[config.mk]
export PLATFORM = sky130hd
export DESIGN_NAME = seq_mul
export DESIGN_NICKNAME = d
export VERILOG_FILES = /design/src/rtl/seq_mul.sv
export SDC_FILE = /design/constraint.sdc
export NUM_CORES = 1
export LEC_CHECK = 0
export BUFFER_PORTS_ARGS = -buffer_cell sky130_fd_sc_hd__buf_2
export CORE_AREA = 2 2 69 78
export CTS_CLUSTER_SIZE = 20
export DETAILED_ROUTE_END_ITERATION = 8
export DIE_AREA = 0 0 71 80
export PLACE_DENSITY = 0.48
export SLEW_MARGIN = 20
export SYNTH_ARGS = -nofsm -noshare
export SYNTH_HDL_FRONTEND = slang
export SYNTH_SLANG_ARGS = --single-unit
[constraint.sdc]
create_clock -name clk -period 3.4 [get_ports clk]
set_input_delay 0.34 -clock clk [delete_from_list [all_inputs] [get_ports clk]]
set_output_delay 0.34 -clock clk [all_outputs]
set_load 0.03 [all_outputs]
[src/rtl/seq_mul.sv]
// Iterative shift-add multiplier, N x N -> 2N bits, one partial product per clock.
// Define SEQ_MUL_SIGNED_EN for two's complement operands and product; ports and timing are unchanged.
module seq_mul #(
  parameter int N = 4
) (
  input  logic           clk,
  input  logic           rst,
  input  logic           start,
  input  logic [N-1:0]   a,
  input  logic [N-1:0]   b,
  output logic           ready,
  output logic           busy,
  output logic           done,
  output logic [2*N-1:0] p
);

  localparam int CW = $clog2(N) + 1;
  localparam logic [CW-1:0] LAST = CW'(N - 1);

  localparam logic [1:0] S_IDLE = 2'd0;
  localparam logic [1:0] S_RUN  = 2'd1;
  localparam logic [1:0] S_DONE = 2'd2;

  logic [1:0]     state_q, state_d;
  logic [N-1:0]   mcand_q, mcand_d;
  logic [N-1:0]   mult_q,  mult_d;
  logic [2*N-1:0] acc_q,   acc_d;
  logic [CW-1:0]  cnt_q,   cnt_d;
  logic [2*N-1:0] p_q,     p_d;

  logic [N-1:0]   mag_a;
  logic [N-1:0]   mag_b;
  logic [2*N-1:0] acc_sum;
  logic [2*N-1:0] result;

`ifdef SEQ_MUL_SIGNED_EN
  logic neg_q, neg_d;

  // -2^(N-1) negates to itself, which read as unsigned is the correct magnitude.
  always_comb begin
    mag_a = a[N-1] ? -a : a;
    mag_b = b[N-1] ? -b : b;
  end

  always_comb begin
    neg_d = neg_q;
    if (state_q == S_IDLE && start) begin
      neg_d = a[N-1] ^ b[N-1];
    end
  end

  always_ff @(posedge clk or posedge rst) begin
    if (rst) begin
      neg_q <= 1'b0;
    end else begin
      neg_q <= neg_d;
    end
  end

  assign result = neg_q ? -acc_sum : acc_sum;
`else
  always_comb begin
    mag_a = a;
    mag_b = b;
  end

  assign result = acc_sum;
`endif

  // The multiplier is consumed from its LSB, so bit cnt of b is always mult_q[0].
  assign acc_sum = mult_q[0] ? (acc_q + ({{N{1'b0}}, mcand_q} << cnt_q)) : acc_q;

  always_comb begin
    state_d = state_q;
    mcand_d = mcand_q;
    mult_d  = mult_q;
    acc_d   = acc_q;
    cnt_d   = cnt_q;
    p_d     = p_q;
    case (state_q)
      S_IDLE: begin
        if (start) begin
          mcand_d = mag_a;
          mult_d  = mag_b;
          acc_d   = '0;
          cnt_d   = '0;
          state_d = S_RUN;
        end
      end
      S_RUN: begin
        acc_d  = acc_sum;
        mult_d = mult_q >> 1;
        cnt_d  = cnt_q + CW'(1);
        if (cnt_q == LAST) begin
          p_d     = result;
          state_d = S_DONE;
        end
      end
      S_DONE: begin
        state_d = S_IDLE;
      end
      default: begin
        state_d = S_IDLE;
      end
    endcase
  end

  always_ff @(posedge clk or posedge rst) begin
    if (rst) begin
      state_q <= S_IDLE;
      mcand_q <= '0;
      mult_q  <= '0;
      acc_q   <= '0;
      cnt_q   <= '0;
      p_q     <= '0;
    end else begin
      state_q <= state_d;
      mcand_q <= mcand_d;
      mult_q  <= mult_d;
      acc_q   <= acc_d;
      cnt_q   <= cnt_d;
      p_q     <= p_d;
    end
  end

  assign ready = (state_q == S_IDLE);
  assign busy  = (state_q == S_RUN);
  assign done  = (state_q == S_DONE);
  assign p     = p_q;

endmodule

==> impl_table.tex, run 1 <==
\begin{tabular}{lr}
\hline
Metric & Value \\
\hline
\multicolumn{2}{l}{\textbf{Synth}} \\
Most common flop cell mapped by yosys & dfrtp\_1 \\
Sequential element share of the synthesized area & 0.434 \\
Cell accounting for the most synthesized area & dfrtp\_1 \\
Area contributors post-synth & dfrtp\_1, nand2\_1, ha\_1 \\
Most numerous cell types in the synthesized netlist & nand2\_1, dfrtp\_1, o21ai\_0, mux2i\_1, ha\_1 \\
Number of nets in the synthesized netlist & 201 \\
Share of synthesized registers carrying an async set or reset & 1.00 \\
Synthesized area & 1670 um\^{}2 \\
Post-Synthesis Mean Instance Area & 9.29 um\^{}2 \\
Number of warnings printed during yosys synthesis & 0 \\
Top-area cell type share of the netlist area & 0.434 \\
Number of synthesized flops with an enable pin & 0 \\
Instance count of the mapped netlist & 180 \\
Number of storage elements in the synthesis netlist & 29 \\
Most common cell in the netlist & nand2\_1 \\
Number of different library cells in the post-synthesis netlist & 36 \\
\multicolumn{2}{l}{\textbf{STA}} \\
Min Clock Period, post-route & 2.77 ns \\
Unrepaired setup endpoints after global routing & no \\
Measured slew at the worst slew-check pin & 0.619 ns \\
Fin Setup TNS & 0 ns \\
Setup violations, final & 0 \\
Max-slew violation total from the final report & 0 \\
Post-route fraction of the period consumed by the critical path & 0.815 \\
Timing-limited maximum frequency & 0.361 GHz \\
Max-Slew Margin vs Limit & 0.587 \\
Number of endpoints with negative hold slack in the final report & 0 \\
Max Clock Skew & 0.00638 ns \\
\multicolumn{2}{l}{\textbf{Worst setup path}} \\
Worst EP arrival & 2.99 ns \\
Crit Path Max Fanout & 9 \\
Critical Setup Path Class & reg2reg \\
Category of the worst setup path launch point & flip-flop \\
Required arrival time at the worst endpoint & 3.61 ns \\
Type of element capturing the critical path & flip-flop \\
Worst reg-to-reg setup slack & 0.63 ns \\
\multicolumn{2}{l}{\textbf{Final layout}} \\
Layout filler cell count & 500 \\
Fraction of the core area covered by cells at the end of the flow & 0.390 \\
Antenna diode count & 0 \\
Layout overhead on the synthesized area & 14.4\% \\
Nets & 220 \\
Proportion of layout cells with a drive suffix above 1 & 0.180 \\
\multicolumn{2}{l}{\textbf{Power and ir drop}} \\
P per Cell Area & 1070 nW/um\^{}2 \\
Worst vdd ir & 0.296 mV \\
Static leakage & 0.955 nW \\
\multicolumn{2}{l}{\textbf{CTS}} \\
Bufs on Longest Clock Path & 2 \\
Cell chosen for the clock root & clkbuf\_8 \\
Clock-pin slew on the worst setup and hold paths & 0.07 ns \\
Inserted Clock Buffers & 5 \\
Skew-Pair Late Insertion Delay & 0.28 ns \\
Clock tree from TritonCTS & done \\
TritonCTS sink count & 29 \\
Depth of the CTS H-tree & 2 \\
Total setup buffers inserted after CTS & 0 \\
Quantity of gates resized following cts & 0 \\
Count of hold buffers inserted by post-cts repair & 0 \\
\multicolumn{2}{l}{\textbf{Global routing}} \\
Vias in the first global route & 1256 \\
Total GRT Usage & 0.138 \\
Antenna violations before repair & 0 \\
Leftover overflow at the end of global routing & 0 \\
Global-route wire length before repair & 6.10 mm \\
Pin count of the biggest net entering global routing & 30 \\
\multicolumn{2}{l}{\textbf{Floorplan}} \\
Std-Cell Rows & 27 \\
Core region area & 4900 um\^{}2 \\
Vertical extent of the die & 80 um \\
DIE AREA & 5680 um\^{}2 \\
Num ports & 22 \\
Effective utilization at floorplan & 0.341 \\
X dimension of the die & 71 um \\
\multicolumn{2}{l}{\textbf{Run status}} \\
Status & complete, no violations \\
\multicolumn{2}{l}{\textbf{Placement}} \\
Estimated wirelength of the detail-placed design & 2.60 mm \\
Count of input and output buffers & 21 \\
Final estimated routing congestion in global placement & 0.865 \\
\multicolumn{2}{l}{\textbf{Drt}} \\
DRT antenna net count & 0 \\
Post-detailed-route wirelength per cell & 14.0 um \\
Post-Route WL & 3.61 mm \\
DRT iter0 DRCs & 56 \\
Pre-antenna DRT Iters & 4 \\
Via count of the routed design & 1318 \\
DRC & 0 \\
Routed via count divided by cell count & 5.11 \\
\multicolumn{2}{l}{\textbf{Run}} \\
Count of maximum capacitance violations & 0 \\
\multicolumn{2}{l}{\textbf{Hold path}} \\
Hold crit path type & in2async \\
\hline
\end{tabular}
## metal layers
layer | wire length (um) | track usage | vias to the layer above
met5 | 0 | 0 | -
met4 | 51 | 0.0472 | 0
met3 | 136 | 0.0417 | 6
met2 | 1740 | 0.227 | 21
met1 | 1680 | 0.172 | 626
li1 | - | - | 665
## flip-flops by register name (all words and copies together) (netlist names)
| register | count |
|---|---|
| mult_q | 4 |
| state_q | 2 |
| p | 8 |
| mcand_q | 4 |
| acc_q | 8 |
| cnt_q | 3 |
## cells in the final DEF (no fill, tap or decap), types with 3 or more instances in the layout
cell      netlist  final
a21oi_1         5      5
a22o_1          5      5
a31oi_1         4      4
buf_2           1     21
clkbuf_8        0      7
dfrtp_1        29     29
ha_1            9      9
inv_1           5      4
mux2i_1        10     10
nand2_1        39     39
nand2b_1        4      4
nand3_1         4      4
nand4_1         3      3
nor2_1          7      7
o21ai_0        17     17
xnor2_1         3      3
## power by group
| group | internal, mW | switching [mW] |
|---|---|---|
| Combinational | 0.432 | 0.663 |
| Sequential | 0.496 | 0.132 |
| Clock | 0.183 | 0.134 |
| Total | 1.11 | 0.930 |
## worst paths after layout
path	start	endpoint	cells past startpoint
max	cnt_q[0]	p[6]	8
min reg2reg	p[4]	p[4]	2
min in group clk	b[3]	mult_q[3]	3
max in group asynchronous	rst	mcand_q[3]	2
min	rst	mult_q[0]	2
max reg2reg	cnt_q[0]	p[6]	8
## final cells by class
cell class                      instances  area, um^2  area share
Clock buffer                            7        96.3      0.0504
Clock inverter                          1        5.00     0.00262
Inverter                                5        18.8     0.00982
Multi-Input combinational cell        136         881       0.461
Sequential cell                        29         726       0.380
Tap cell                               58        72.6      0.0380
Timing Repair Buffer                   22         113      0.0589
## logic make-up (layout without fill, tap and decap cells)
logic type	count (synthesis)	count (layout)	synth area share
AOI/OAI and AO/OA	42	42	0.157
xor gates and xnor gates	5	5	0.0262
adders and majority gates	10	10	0.0793
buffers and inverters	15	35	0.0389
DFF	29	29	0.434
muxes	12	12	0.0801
and+or+nand+nor	67	67	0.184
## worst max-delay path, cell delays in order (launching register included)
cell      delay [ns]
dfrtp_1         0.53
mux4_2          0.57
and2_2          0.21
ha_1            0.34
o21ai_0         0.09
o21bai_1        0.14
a21oi_1         0.12
or4b_2          0.62
nand3_1         0.08
## stage by stage
stage / area [um^2] / total power [mW] / worst slack [ns] / std cells / hold WS [ns]
3_5_place_dp: 1810 / 1.74 / 0.646 / 250 / 0.463
4_1_cts: 1910 / 2.06 / 0.614 / 258 / 0.159
2_1_floorplan: 1670 / 1.49 / 0.861 / 180 / 0.418
5_1_grt: 1910 / 2.23 / 0.503 / 258 / 0.182
6_report: 1910 / 2.04 / 0.628 / 258 / 0.126
3_3_place_gp: 1810 / 1.71 / 0.689 / 250 / 0.456
No activity file was read; power rests on OpenSTA's default activity.
==> run 2, diff against run 1 <==
--- a/config.mk
+++ b/config.mk
@@ -5,12 +5,13 @@
 export SDC_FILE = /design/constraint.sdc
 export NUM_CORES = 1
 export LEC_CHECK = 0
+export ABC_AREA = 1
 export BUFFER_PORTS_ARGS = -buffer_cell sky130_fd_sc_hd__buf_2
-export CORE_AREA = 2 2 69 78
+export CORE_AREA = 2 2 71 80
 export CTS_CLUSTER_SIZE = 20
 export DETAILED_ROUTE_END_ITERATION = 8
-export DIE_AREA = 0 0 71 80
-export PLACE_DENSITY = 0.48
+export DIE_AREA = 0 0 73 82
+export PLACE_DENSITY = 0.5
 export SLEW_MARGIN = 20
 export SYNTH_ARGS = -nofsm -noshare
 export SYNTH_HDL_FRONTEND = slang
==> constraint.sdc (replaced) <==
create_clock -name clk -period 2.2 [get_ports clk]
set_input_delay 0.22 -clock clk [delete_from_list [all_inputs] [get_ports clk]]
set_output_delay 0.22 -clock clk [all_outputs]
set_load 0.03 [all_outputs]
==> run 2 against run 1 <==
Global-route usage rose by 1.4 points; via count up 13%; flip-flop and latch count did not move; first-iteration DRC count increased by 54%; critical path depth is 8 higher; critical endpoint is now p[7]; setup slack got worse by 0.52 ns; core utilization grew 3.0 points; register-to-register slack lost 0.52 ns; cell area grew 15%; clock skew increased by 0.0076 ns; clock-buffer cell count unchanged; non-clock buffer count increased by 8; largest cell class unchanged.
==> impl_table.tex, run 2 <==
\begin{tabular}{lr}
\hline
Metric & Value \\
\hline
\multicolumn{2}{l}{\textbf{Synth}} \\
Most numerous cell types in the synthesized netlist & nand2\_1, dfrtp\_1, inv\_1, nand3\_1, o21ai\_0 \\
Number of nets in the synthesized netlist & 230 (+14\%) \\
Proportion of synthesized area in mux cells & 0.0255 (-0.0546) \\
Most common cell in the netlist & nand2\_1 \\
Cell accounting for the most synthesized area & dfrtp\_1 \\
Number of warnings printed during yosys synthesis & 0 (unchanged) \\
Number of synthesized flops with an enable pin & 0 (unchanged) \\
Complex-gate fraction of the synthesized area & 0.125 (-0.0319) \\
Synthesized area & 1770 um\^{}2 (+5.8\%) \\
Share of synthesized cell area in and, or, nand and nor gates & 0.286 (+0.102) \\
Post-Synthesis Mean Instance Area & 8.46 um\^{}2 (-8.9\%) \\
Instance count of the mapped netlist & 209 (+16\%) \\
Area contributors post-synth & dfrtp\_1, nand2\_1, ha\_1 \\
Combinational family with the most area after synthesis & simple AND/OR/NAND/NOR gates \\
Most common flop cell mapped by yosys & dfrtp\_1 \\
Share of synthesized registers carrying an async set or reset & 1.00 (unchanged) \\
Xor and xnor fraction of the mapped netlist area & 0 (-0.0262) \\
Number of different library cells in the post-synthesis netlist & 33 (-8.3\%) \\
Top-area cell type share of the netlist area & 0.410 (-0.0237) \\
Number of storage elements in the synthesis netlist & 29 (unchanged) \\
Sequential element share of the synthesized area & 0.410 (-0.0237) \\
Adder and majority gate portion of the synthesized area & 0.0750 (-0.00432) \\
\multicolumn{2}{l}{\textbf{CTS}} \\
TritonCTS sink count & 29 (unchanged) \\
Bufs on Longest Clock Path & 2 (unchanged) \\
Skew-Pair Late Insertion Delay & 0.28 ns (about the same) \\
Clock-pin slew on the worst setup and hold paths & 0.07 ns (about the same) \\
Cell chosen for the clock root & clkbuf\_8 \\
Depth of the CTS H-tree & 2 (unchanged) \\
Inserted Clock Buffers & 5 (unchanged) \\
Clock tree from TritonCTS & done \\
\multicolumn{2}{l}{\textbf{Global routing}} \\
Leftover overflow at the end of global routing & 0 (unchanged) \\
Vias in the first global route & 1472 (+17\%) \\
Pin count of the biggest net entering global routing & 30 (unchanged) \\
Global-route wire length before repair & 6.84 mm (+12\%) \\
Total GRT Usage & 0.152 (+0.0140) \\
Antenna violations before repair & 0 (unchanged) \\
\multicolumn{2}{l}{\textbf{Worst setup path}} \\
RR Startpoint & cnt\_q[0] \\
Type of element capturing the critical path & flip-flop \\
Cell Chain, Critical Path & buf\_4 > nand2\_1 > nand2\_1 > inv\_1 > o22ai\_2 > ha\_1 > nand2\_2 > inv\_2 > a21oi\_4 > nand2\_1 > nand2\_2 > nand3\_2 > nand2\_1 > nand2\_1 > nand2\_1 > nand2\_1 \\
Crit Path Max Fanout & 5 (-4) \\
Worst reg-to-reg setup slack & 0.11 ns (-0.52 ns) \\
Required arrival time at the worst endpoint & 2.37 ns (-1.24 ns) \\
Cell at the slowest stage of the critical path & dfrtp\_1 \\
Number of cell instances on the worst register-to-register path & 16 (+8) \\
Category of the worst setup path launch point & flip-flop \\
Peak per-stage delay on the critical path & 0.43 ns (-0.19 ns) \\
Crit-path most repeated cell & nand2\_1 \\
Critical R2R Capture & p[7] \\
Critical Setup Path Class & reg2reg \\
Worst EP arrival & 2.26 ns (-0.73 ns) \\
\multicolumn{2}{l}{\textbf{STA}} \\
Max Clock Skew & 0.0139 ns (+0.00755 ns) \\
Max-Slew Margin vs Limit & 0.720 (+0.133) \\
Post-route fraction of the period consumed by the critical path & 0.952 (+0.136) \\
Number of endpoints with negative hold slack in the final report & 0 (unchanged) \\
Max-slew violation total from the final report & 0 (unchanged) \\
Setup violations, final & 0 (unchanged) \\
Measured slew at the worst slew-check pin & 0.420 ns (-0.199 ns) \\
Unrepaired setup endpoints after global routing & yes \\
Min Clock Period, post-route & 2.09 ns (-0.678 ns) \\
Timing-limited maximum frequency & 0.478 GHz (+32\%) \\
\multicolumn{2}{l}{\textbf{Drt}} \\
Post-Route WL & 4.14 mm (+15\%) \\
Post-detailed-route wirelength per cell & 13.6 um (-2.7\%) \\
DRC & 0 (unchanged) \\
Via count of the routed design & 1492 (+13\%) \\
Routed via count divided by cell count & 4.91 (-3.9\%) \\
DRT iter0 DRCs & 86 (+54\%) \\
Pre-antenna DRT Iters & 4 (unchanged) \\
DRT antenna net count & 0 (unchanged) \\
\multicolumn{2}{l}{\textbf{Placement}} \\
Cell total after placement & 291 (+16\%) \\
Count of input and output buffers & 21 (unchanged) \\
Final estimated routing congestion in global placement & 0.835 (-3.4\%) \\
Area post-placement & 1950 um\^{}2 (+7.6\%) \\
Estimated wirelength of the detail-placed design & 3.01 mm (+16\%) \\
\multicolumn{2}{l}{\textbf{Floorplan}} \\
Num ports & 22 (unchanged) \\
Effective utilization at floorplan & 0.339 (-0.00256) \\
Core region area & 5220 um\^{}2 (+6.6\%) \\
X dimension of the die & 73 um (+2.8\%) \\
Std-Cell Rows & 28 (+3.7\%) \\
DIE AREA & 5990 um\^{}2 (+5.4\%) \\
Vertical extent of the die & 82 um (+2.5\%) \\
\multicolumn{2}{l}{\textbf{Final layout}} \\
Commonest non-fill, non-tap cells in the layout & nand2\_1, dfrtp\_1, buf\_2, inv\_1, nand2\_2 \\
Layout overhead on the synthesized area & 24.0\% \\
Non-Filler Instances & 304 (+18\%) \\
Proportion of layout cells with a drive suffix above 1 & 0.352 (+0.172) \\
Post-layout instance area & 2190 um\^{}2 (+15\%) \\
Commonest non-fill, non-tap cell in the layout & nand2\_1 \\
Nets & 264 (+20\%) \\
Antenna diode count & 0 (unchanged) \\
\multicolumn{2}{l}{\textbf{Hold path}} \\
Hold crit path type & in2async \\
\multicolumn{2}{l}{\textbf{Run status}} \\
Status & complete, no violations \\
\multicolumn{2}{l}{\textbf{Run}} \\
Count of maximum capacitance violations & 0 (unchanged) \\
\hline
\end{tabular}
-- run 2: cell count changes after synthesis, sizes merged, moves of 4 or more --
cell / previous run / this run
clkbuf: 8 / 1
nand2b: 4 / 0
inv: 5 / 24
a22o: 5 / 0
a31oi: 4 / 0
or2: 0 / 4
nand2: 39 / 69
mux2i: 10 / 0
nand3: 4 / 16
-- run 2: area by class of cell --
cell class	count	area [um^2]
clock buffer	7	86.3
clock inverter	1	30.0
fill	525	3030
inverter	25	108
multi-input combinational	152	995
sequential	29	726
tap	60	75.1
timing repair buffer	30	173
-- run 2: through the flow --
| stage | hold slack (ns) | TNS (ns) | setup slack [ns] | util |
|---|---|---|---|---|
| after floorplan | 0.298 | 0 | 0.216 | - |
| after global placement | 0.319 | 0 | 0.0270 | 0.373 |
| after detailed placement | 0.317 | -0.0397 | -0.0230 | 0.373 |
| after CTS | 0.00820 | 0 | 0.0462 | 0.398 |
| after global routing | 0.0387 | -0.425 | -0.0835 | 0.420 |
| final | 0.00282 | 0 | 0.106 | 0.420 |
-- run 2: worst max-delay path by stage --
| stage | from | end | slack [ns] | cells after the start |
|---|---|---|---|---|
| 2_1_floorplan | cnt_q[0] | acc_q[7] | 0.22 | 16 |
| 3_3_place_gp | cnt_q[0] | acc_q[7] | 0.03 | 16 |
| 3_5_place_dp | cnt_q[0] | p[7] | -0.02 | 16 |
| 4_1_cts | cnt_q[0] | acc_q[2] | 0.05 | 9 |
| 5_1_grt | cnt_q[0] | acc_q[5] | -0.08 | 13 |
| 6_report | cnt_q[0] | p[7] | 0.11 | 16 |
-- run 2: cells by family (layout without fill, tap and decap cells) --
group	after synthesis	in the layout
flops	29	29
simple gates	104	104
fa+ha+maj	10	10
buf+inv	28	63
compound gates	34	34
mux	4	4
-- run 2: worst max-delay path: cells and delay by family, from the launching register on --
kind	cells	cell delay, ns
and+or+nand+nor	10	0.68
adders and majority gates	1	0.35
DFF	1	0.43
buffers and inverters	3	0.30
AOI/OAI and AO/OA	2	0.20
-- run 2: repair_timing --
action	in CTS	in global routing
resized for setup	1	21
hold endpoints to repair	0	0
pin swaps	0	15
hold buffers	0	0
endpoints found under the setup margin	2	11
buffers inserted	2	3
-- run 2: metal layers --
| layer | up-vias | global-route usage | part of all wire |
|---|---|---|---|
| li1 | 760 | - | - |
| met1 | 713 | 0.190 | 0.45 |
| met2 | 17 | 0.257 | 0.51 |
| met3 | 2 | 0.0356 | 0.022 |
| met4 | 0 | 0.0519 | 0.010 |
| met5 | - | 0 | 0 |
Power of run 2 is left out: the tool's default activity adds up to more than one toggle a clock period on the data nets, which glitch-free logic cannot reach.
==> run 3, diff against run 2 <==
--- a/config.mk
+++ b/config.mk
@@ -11,7 +11,7 @@
 export CTS_CLUSTER_SIZE = 20
 export DETAILED_ROUTE_END_ITERATION = 8
 export DIE_AREA = 0 0 73 82
-export PLACE_DENSITY = 0.5
+export PLACE_DENSITY = 0.57
 export SLEW_MARGIN = 20
 export SYNTH_ARGS = -nofsm -noshare
 export SYNTH_HDL_FRONTEND = slang
==> run 3 against run 2 <==
The flow now finishes with violations (negative hold slack); clock skew fell by 0.0069 ns; setup slack improved by 0.020 ns; fmax rose by 0.94%; clock-buffer cell count did not move; die area did not move; global-route usage fell by 0.57 points; core utilization barely moved; worst hold slack got worse by 0.018 ns; register-to-register slack improved by 0.02 ns; largest cell class unchanged.
==> impl_table.tex, run 3 (synthesized netlist as in run 2, its figures left out) <==
\begin{tabular}{lr}
\hline
Metric & Value \\
\hline
\multicolumn{2}{l}{\textbf{Worst setup path}} \\
Category of the worst setup path launch point & flip-flop \\
Number of cell instances on the worst register-to-register path & 13 (-3) \\
Critical R2R Capture & acc\_q[6] \\
Critical Setup Path Class & reg2reg \\
Required arrival time at the worst endpoint & 2.38 ns (about the same) \\
Type of element capturing the critical path & flip-flop \\
Crit Path Max Fanout & 5 (unchanged) \\
Worst EP arrival & 2.25 ns (about the same) \\
Worst reg-to-reg setup slack & 0.13 ns (+0.02 ns) \\
RR Startpoint & cnt\_q[2] \\
\multicolumn{2}{l}{\textbf{Placement}} \\
Cell total after placement & 291 (unchanged) \\
Area post-placement & 1950 um\^{}2 (unchanged) \\
Count of input and output buffers & 21 (unchanged) \\
Estimated wirelength of the detail-placed design & 2.85 mm (-5.5\%) \\
Final estimated routing congestion in global placement & 0.858 (+2.7\%) \\
\multicolumn{2}{l}{\textbf{STA}} \\
Max-Slew Margin vs Limit & 0.729 (+0.00914) \\
Post-route fraction of the period consumed by the critical path & 0.943 (-0.00888) \\
Min Clock Period, post-route & 2.07 ns (-0.0195 ns) \\
Setup violations, final & 0 (unchanged) \\
Max-slew violation total from the final report & 0 (unchanged) \\
Max Clock Skew & 0.00702 ns (-0.00690 ns) \\
Number of endpoints with negative hold slack in the final report & 22 (+22) \\
Final-layout worst hold slack & -0.0154 ns (-0.0182 ns) \\
Unrepaired setup endpoints after global routing & yes \\
Timing-limited maximum frequency & 0.482 GHz (+0.94\%) \\
Measured slew at the worst slew-check pin & 0.406 ns (-0.0137 ns) \\
\multicolumn{2}{l}{\textbf{Hold path}} \\
Hold crit path type & in2async \\
\multicolumn{2}{l}{\textbf{Floorplan}} \\
Effective utilization at floorplan & 0.339 (unchanged) \\
Num ports & 22 (unchanged) \\
Vertical extent of the die & 82 um (unchanged) \\
X dimension of the die & 73 um (unchanged) \\
Std-Cell Rows & 28 (unchanged) \\
DIE AREA & 5990 um\^{}2 (unchanged) \\
Core region area & 5220 um\^{}2 (unchanged) \\
\multicolumn{2}{l}{\textbf{Run status}} \\
Violations in the final reports & negative hold slack \\
Status & complete, but fails checks \\
\multicolumn{2}{l}{\textbf{CTS}} \\
Count of hold buffers inserted by post-cts repair & 0 (unchanged) \\
Bufs on Longest Clock Path & 2 (unchanged) \\
Cell chosen for the clock root & clkbuf\_8 \\
Inserted Clock Buffers & 5 (unchanged) \\
TritonCTS sink count & 29 (unchanged) \\
Depth of the CTS H-tree & 2 (unchanged) \\
Clock tree from TritonCTS & done \\
Clock-pin slew on the worst setup and hold paths & 0.07 ns (about the same) \\
Skew-Pair Late Insertion Delay & 0.29 ns (about the same) \\
\multicolumn{2}{l}{\textbf{Global routing}} \\
Leftover overflow at the end of global routing & 0 (unchanged) \\
Global-route wire length before repair & 6.62 mm (-3.1\%) \\
Busiest metal layer after global routing & met2 \\
Antenna violations before repair & 0 (unchanged) \\
Routing usage on met2 & 0.248 (-0.00901) \\
GR met1 Demand/Resource & 0.175 (-0.0148) \\
GR Layer Usage met3 & 0.0417 (+0.00613) \\
Total GRT Usage & 0.146 (-0.00571) \\
Vias in the first global route & 1466 (-0.41\%) \\
Pin count of the biggest net entering global routing & 30 (unchanged) \\
\multicolumn{2}{l}{\textbf{Final layout}} \\
Commonest non-fill, non-tap cell in the layout & nand2\_1 \\
Layout filler cell count & 523 (-0.38\%) \\
Area of the multi-input gates & 990 um\^{}2 (-0.50\%) \\
Post-layout instance area & 2190 um\^{}2 (about the same) \\
Non-Filler Instances & 304 (unchanged) \\
Reg area & 727 um\^{}2 (+0.17\%) \\
Layout overhead on the synthesized area & 23.9\% (about the same) \\
Antenna diode count & 0 (unchanged) \\
Nets & 264 (unchanged) \\
Commonest non-fill, non-tap cells in the layout & nand2\_1, dfrtp\_1, buf\_2, inv\_1, nand2\_2 \\
Proportion of layout cells with a drive suffix above 1 & 0.344 (-0.00820) \\
\multicolumn{2}{l}{\textbf{Drt}} \\
Post-detailed-route wirelength per cell & 12.7 um (-6.5\%) \\
Routed via count divided by cell count & 4.87 (-0.87\%) \\
DRT iter0 DRCs & 47 (-45\%) \\
DRC & 0 (unchanged) \\
DRT antenna net count & 0 (unchanged) \\
Via count of the routed design & 1479 (-0.87\%) \\
Post-Route WL & 3.87 mm (-6.5\%) \\
Pre-antenna DRT Iters & 4 (unchanged) \\
\multicolumn{2}{l}{\textbf{Run}} \\
Count of maximum capacitance violations & 0 (unchanged) \\
\hline
\end{tabular}
[run 3: cell counts in the layout (fill, tap and decap cells not counted)]
No cell type changed its count.
[run 3: layer usage]
layer | share of wire | up-vias
li1 | - | 761
met3 | 0.038 | 10
met1 | 0.46 | 679
met4 | 0.024 | 0
met2 | 0.47 | 29
met5 | 0 | -
[run 3: cell type report]
class | count | area share
clock buffer | 7 | 0.0394
sequential | 29 | 0.332
multi-input combinational | 152 | 0.452
clock inverter | 1 | 0.0137
tap | 60 | 0.0343
timing repair buffer | 30 | 0.0788
inverter | 25 | 0.0503
[run 3: through the flow]
stage,utilization,TNS [ns],setup slack (ns)
3_3_place_gp,0.373,0,0.0516
2_1_floorplan,-,0,0.216
6_report,0.420,0,0.126
5_1_grt,0.420,-0.115,-0.0403
4_1_cts,0.397,0,0.0698
3_5_place_dp,0.373,-0.00438,-0.00347
[run 3: worst max-delay path by stage]
stage / startpoint / end / slack, ns / cells after the start
floorplan: cnt_q[0] / acc_q[7] / 0.22 / 16
global placement: cnt_q[0] / acc_q[7] / 0.05 / 16
detailed placement: cnt_q[0] / acc_q[7] / -0.003 / 16
CTS: cnt_q[0] / acc_q[7] / 0.07 / 16
global route: cnt_q[0] / acc_q[6] / -0.04 / 13
finish: cnt_q[2] / acc_q[6] / 0.13 / 13
[run 3: timing repair]
item | 4_1_cts | 5_1_grt
buffers inserted | 1 | 4
pin swaps | 0 | 14
cloned | 0 | 0
endpoints found under the hold margin | 0 | 0
endpoints found under the setup margin | 2 | 11
gates resized for setup | 1 | 20
[run 3: worst max-delay path: stages (launching register included)]
cell	delay, ns
dfrtp_1	0.35
bufinv_8	0.19
buf_4	0.14
nand2_1	0.10
o22ai_2	0.07
ha_1	0.32
buf_4	0.15
inv_1	0.08
o21bai_1	0.08
inv_1	0.08
a21oi_1	0.06
nand3b_1	0.19
nand3_1	0.10
nand2_1	0.05
Power of run 3 is left out for the same reason.
